--- src/rtl/pipelined_shifter.sv ---
// Purpose : parametrised barrel shifter (SLL/SRL/SRA/ROL); each pipeline stage applies one shift of 2^k.
// Latency : LATENCY (= SHAMT_W) cycles from input transfer to valid_o; one result per cycle when unstalled.
// Backpr. : the whole pipe freezes while valid_o=1 and ready_i=0; ready_o drops and no input is captured.
//
// Ports:
//   clk_i, rst_i         clock (rising edge), asynchronous active-low reset
//   valid_i/ready_o      operand handshake; data_i operand, shamt_i amount, op_i 00 SLL 01 SRL 10 SRA 11 ROL
//   valid_o/ready_i      result handshake; data_o result, carry_o last bit shifted out (0 when shamt=0)
module pipelined_shifter #(
    parameter int WIDTH   = 32,
    parameter int SHAMT_W = $clog2(WIDTH),
    parameter int LATENCY = SHAMT_W
) (
    input  logic               clk_i,
    input  logic               rst_i,
    input  logic               valid_i,
    output logic               ready_o,
    input  logic [WIDTH-1:0]   data_i,
    input  logic [SHAMT_W-1:0] shamt_i,
    input  logic [1:0]         op_i,
    output logic               valid_o,
    input  logic               ready_i,
    output logic [WIDTH-1:0]   data_o,
    output logic               carry_o
);

    if (LATENCY != SHAMT_W) begin : g_bad_latency
        $error("pipelined_shifter: LATENCY must equal SHAMT_W");
    end
    if (SHAMT_W != $clog2(WIDTH)) begin : g_bad_shamt_w
        $error("pipelined_shifter: SHAMT_W must equal $clog2(WIDTH)");
    end
    if (WIDTH < 8 || WIDTH > 64 || (WIDTH & (WIDTH - 1)) != 0) begin : g_bad_width
        $error("pipelined_shifter: WIDTH must be a power of two in 8..64");
    end

    typedef enum logic [1:0] {
        OP_SLL = 2'b00,
        OP_SRL = 2'b01,
        OP_SRA = 2'b10,
        OP_ROL = 2'b11
    } op_e;

    // One pipeline slot. The full shamt travels along; stage k only looks at bit k.
    typedef struct packed {
        logic               vld;
        op_e                op;
        logic [SHAMT_W-1:0] shamt;
        logic               carry;
        logic [WIDTH-1:0]   dat;
    } stage_t;

    stage_t stage_q [LATENCY];
    stage_t stage_d [LATENCY];
    stage_t in_s;
    logic   advance;

    // Conditionally shift a slot by 2^k. Because layers run in ascending order,
    // the last layer that actually shifts determines the carry; a layer that
    // does not shift leaves data and carry untouched. For ROL the carry tracks
    // the current LSB, which a non-shifting layer also leaves unchanged.
    function automatic stage_t shift_stage(input stage_t s, input int k);
        stage_t             r;
        int                 amt;
        logic [SHAMT_W-1:0] sh_bits;
        logic [WIDTH-1:0]   tmp;
        r       = s;
        amt     = 1 << k;
        sh_bits = s.shamt >> k;
        if (sh_bits[0]) begin
            case (s.op)
                OP_SLL: begin
                    r.dat   = s.dat << amt;
                    tmp     = s.dat >> (WIDTH - amt);
                    r.carry = tmp[0];
                end
                OP_SRL: begin
                    r.dat   = s.dat >> amt;
                    tmp     = s.dat >> (amt - 1);
                    r.carry = tmp[0];
                end
                OP_SRA: begin
                    r.dat   = $signed(s.dat) >>> amt;
                    tmp     = s.dat >> (amt - 1);
                    r.carry = tmp[0];
                end
                OP_ROL: begin
                    r.dat   = (s.dat << amt) | (s.dat >> (WIDTH - amt));
                    r.carry = r.dat[0];
                end
            endcase
        end
        return r;
    endfunction

    assign valid_o = stage_q[LATENCY-1].vld;
    assign data_o  = stage_q[LATENCY-1].dat;
    assign carry_o = stage_q[LATENCY-1].carry;
    assign advance = ready_i | ~valid_o;
    assign ready_o = advance;

    always_comb begin
        // Bubbles enter as an all-zero slot, so whatever sits on the operand
        // inputs while valid_i=0 can never reach the valid or carry outputs.
        in_s = '0;
        if (valid_i) begin
            in_s.vld   = 1'b1;
            in_s.op    = op_e'(op_i);
            in_s.shamt = shamt_i;
            in_s.dat   = data_i;
        end
        stage_d[0] = shift_stage(in_s, 0);
        for (int k = 1; k < LATENCY; k++) begin
            stage_d[k] = shift_stage(stage_q[k-1], k);
        end
    end

    // All stages load together on advance, so a stall freezes every slot in place.
    always_ff @(posedge clk_i or negedge rst_i) begin
        if (!rst_i) begin
            for (int k = 0; k < LATENCY; k++) begin
                stage_q[k] <= '0;
            end
        end else if (advance) begin
            for (int k = 0; k < LATENCY; k++) begin
                stage_q[k] <= stage_d[k];
            end
        end
    end

endmodule

--- config.mk ---
export PLATFORM = sky130hd
export DESIGN_NAME = pipelined_shifter
export DESIGN_NICKNAME = d
export VERILOG_FILES = /design/src/rtl/pipelined_shifter.sv
export SDC_FILE = /design/constraint.sdc
export NUM_CORES = 1
export LEC_CHECK = 0
export ABC_AREA = 1
export CAP_MARGIN = 10
export CORE_ASPECT_RATIO = 0.7
export CORE_MARGIN = 5
export CORE_UTILIZATION = 40
export DETAILED_ROUTE_END_ITERATION = 10
export PLACE_DENSITY = 0.57
export SETUP_SLACK_MARGIN = 0.02
export SYNTH_ARGS = -nofsm -noshare
export SYNTH_HDL_FRONTEND = slang
export SYNTH_SLANG_ARGS = --single-unit
--- constraint.sdc ---
create_clock -name clk_i -period 1.2 [get_ports clk_i]
set_input_delay 0.12 -clock clk_i [delete_from_list [all_inputs] [get_ports clk_i]]
set_output_delay 0.12 -clock clk_i [all_outputs]
set_load 0.03 [all_outputs]
After elaboration in Yosys (flattened, before gate mapping)
Cells that the tools add are included.

word-level totals
  logic and storage cells = 62
  register bits = 198
  input bits = 43

cells by class
  bitwise gates (word level) = 7
  eq/ne operators = 15
  multiplexer cells = 12
  reductions and logical operators = 5

operator list
  cell                                                                   count
  33-bit one-hot mux with 4 select lines                                 5
  33-bit 2-to-1 mux                                                      5
  32-bit 2-to-1 mux                                                      1
  32-bit by 1-bit OR with 32-bit output                                  1
  32-bit by 16-bit OR with 32-bit output                                 1
  32-bit by 2-bit OR with 32-bit output                                  1
  32-bit by 4-bit OR with 32-bit output                                  1
  32-bit by 8-bit OR with 32-bit output                                  1
  2-bit equality test, second input constant                             10
  2-bit by 1-bit equality test with 1-bit output, second input constant  5
  2-bit logical NOT                                                      5
  8-bit 2-to-1 mux                                                       1
  1-bit NOT                                                              1
  1-bit OR                                                               1

Longest topological paths before layout
  word-level depth = 4
  mapped depth = 9

Worst setup path after synthesis
No wires, ideal clock.

  path kind = reg-to-reg
  start point = reg stage_q (netlist bit valid_o)
  end point = reg stage_q[194] (netlist bit)
  path slack = -206 ps
  data arrival time = 1282 ps
  setup time = 124 ps
  cell stages (with the launch flop) = 8
  required time = 1076 ps
  buffers on the path = 2
  period minus slack after synthesis = 1406 ps
  cells stage by stage = dfrtp_1 > inv_1 > nor2_2 > inv_2 > buf_2 > buf_2 > nand2_1 > nand3_1

between the ends
  longest elaborated chain between the ends = 2

ends and longest elaborated chain
  item                               RTL line  text
  from (decl)                        53        stage_t stage_q [LATENCY];
  from (signal, indexed assignment)  126       stage_q[k] <= stage_d[k];
  1-bit NOT                          99        assign advance = ready_i | ~valid_o;
  1-bit OR                           99
  via ready_o                        17        output logic ready_o,

The timed path passes the listed nets, and every way through them passes these cells.
A chain may end at the register's enable or synchronous reset.

Worst setup path after layout
  start point = reg stage_q (netlist bit valid_o)
  end point = out ready_o

between the ends
  longest elaborated chain between the ends = 2

ends and longest elaborated chain
  item       RTL line
  1-bit NOT  99
  1-bit OR   99
  to (decl)  17

Every way passes these cells.

==> run metrics <==
status complete, but fails checks; failing checks setup timing; vias per cell 5.292; height of the die 149.6 µm; DRC 0; diode count 0; Critical Path RT 1.08 ns; Initial Util 40.31%; Crit-path slowest cell dfrtp_2; die width ~210 µm; Max Freq ~0.69 GHz; core region area around 28,000 µm²; P&R area growth vs syn 33.66%; Ports 78; Max IR drop VDD roughly 0.0013 V; share of cells above drive strength 1 23.28%; design area 14,890 µm²; Worst Tran Pin Value between 0.4 and 0.5 ns; Min-Delay Path Class primary input to async pin; post-placement cell area between 10,000 and 15,000 µm²; final non-filler cell total approximately 2,100; pre-CTS WS -0.4621 ns; largest area contributor in the netlist dfrtp_1; GR Util All Layers around a fifth; die area between 30,000 and 40,000 µm²; Syn Std Cell Area 11,140 µm²; DRT Pass-1 Iters 5; Port Buf Inserts 77; CTS tree yes; Clk Latency, worst-skew pair about 0.44 ns; crit start category flop; largest cells by area after synthesis dfrtp_1 (42%), nand2_1 (11%), a21oi_1 (8.1%); fin util between 50 and 60%; routed len/inst around 17 µm; Leakage Power around 7.4 nW; sequential fraction of the synthesis area between 40 and 50%; clock skew 0.01318 ns; Final min period 1.444 ns; Synth cell types 25; post-synthesis cell count 1,605; first-pass GRT wire length around 54,000 µm; worst setup margin -0.2440 ns; vias in the first global route approximately 10,000; Detailed Route Iter0 Violations approximately 1,200; period utilization 120.3%; RSZ-0062 raised after global routing true; gr ovfl total 0; Mapped Nets ~1,600; Max-Cap Viols 0; Worst Path Arrival 1.32 ns; Final Hold Viols 0; pwr dens approximately 2700 nW/µm²; maximum root-to-sink buffer count 2; hold slack 0.1377 ns; Setup TNS Final -28.26 ns; clock sink count between 150 and 200; top-area cell type share of the netlist area between 40% and 50%; H-Tree Depth 4; Final GP Congestion between 0.9 and 1; WL final 35,870 µm; Post-Syn Area per Cell 6.940 µm²; critical path endpoint category primary output; routed via count between 10,000 and 15,000; CP peak stage delay approximately 0.36 ns; detailed placer's ending HPWL roughly 24,000 µm; Tot Pwr about 40 mW; Root Driver clkbuf_16; CTS buffer count 17; CP most frequent cell buf_6; most frequent cells in the layout nand2_1 (285), inv_1 (236), dfrtp_1 (184), nand3_1 (143), a21oi_1 (139); remaining antenna violation count 0; YS warnings 0; # setup viols final between 150 and 200; max-slew violations 0; top_reg_cell synth dfrtp_1; antenna violations before repair 0; Slew HR between 70% and 80%; Post-Place Cells approximately 2,000; Yosys reg bits roughly 190; ordered cell list for the critical path inv_2, nor2_4, inv_6, buf_6, buf_6; Rows slightly above 50; Post-synth ARST share between 90% and 100%; CP Class flop to primary output; critical-path maximum fanout 3; Final nets 1,779; most common cell after layout, fill and taps aside nand2_1; Post-synth EDFFs 0; largest net degree at the start of global routing 61; Clk pin slew, worst setup/hold paths 0.07 ns
layer usage:
layer  GRT usage [%]  routed length [µm]
met1           34.15               18050
met2           28.67               14330
met3           5.071                3196
met4           3.358                 291
met5               0                   0
path summary, 6_finish.rpt:
check	startpoint	end	slack, ns	cells after the start
min in group clk_i	shamt_i[1]	stage_d[157]$_DFFE_PN0P_	0.28	3
setup / recovery	valid_o$_DFFE_PN0P_	ready_o	-0.24	5
hold reg to reg	stage_d[40]$_DFFE_PN0P_	valid_o$_DFFE_PN0P_	0.46	2
setup reg to reg	valid_o$_DFFE_PN0P_	stage_q[179]$_DFFE_PN0P_	-0.24	8
hold / removal	rst_i	stage_q[190]$_DFFE_PN0P_	0.14	2
max in group asynchronous	rst_i	stage_q[97]$_DFFE_PN0P_	0.51	3
Yosys cell counts (23+ instances only):
cell and n:
nor3_1 23, o21ai_1 33, buf_2 42, inv_1 241
nand2_1 323, o21ai_0 163, nor2_1 126, buf_4 49
nand3_1 159, clkbuf_1 30, a21oi_1 181, dfrtp_1 188
final cells by class:
cell class	count	area [µm²]
Clock buffer	19	452.9
Clock inverter	12	138.9
Fill cell	2664	12740
Inverter	248	938.4
Multi-Input combinational cell	1036	5335
Sequential cell	188	4710
Tap cell	371	464.2
Timing Repair Buffer	245	2848
flip-flops by register name (all words and copies together) (netlist names):
signal / flops
stage_q: 132
data_o: 32
stage_d: 22
carry_o: 1
valid_o: 1
logic make-up (layout without fill, tap and decap cells):
logic type | count (synthesis) | count (layout) | synth area share (%)
flops | 188 | 188 | 42.24
buf+inv | 382 | 524 | 15.64
simple gates | 650 | 651 | 24.60
compound gates | 385 | 385 | 17.52
timing repair:
item / in CTS / in global routing
setup buffers: 8 / 13
gates resized for setup: 186 / 201
hold buffers: 1 / 0
gates cloned: 1 / 19
endpoints found under the hold margin: 188 / 0
setup endpoints to repair: 209 / 190
pin swaps: 18 / 59
critical path, delay by kind of cell (launching register included):
kind / cells / cell delay (ns)
buffers and inverters: 4 / 0.35
flip-flops: 1 / 0.36
AND/OR/NAND/NOR: 1 / 0.18
report_power, final:
group | internal (mW) | switching [mW] | total, mW
Clock | 3.19 | 2.59 | 5.79
Combinational | 9.59 | 13.8 | 23.4
Sequential | 9.27 | 2.01 | 11.3
Total | 22.1 | 18.4 | 40.4
No activity file was read; power rests on OpenSTA's default activity.
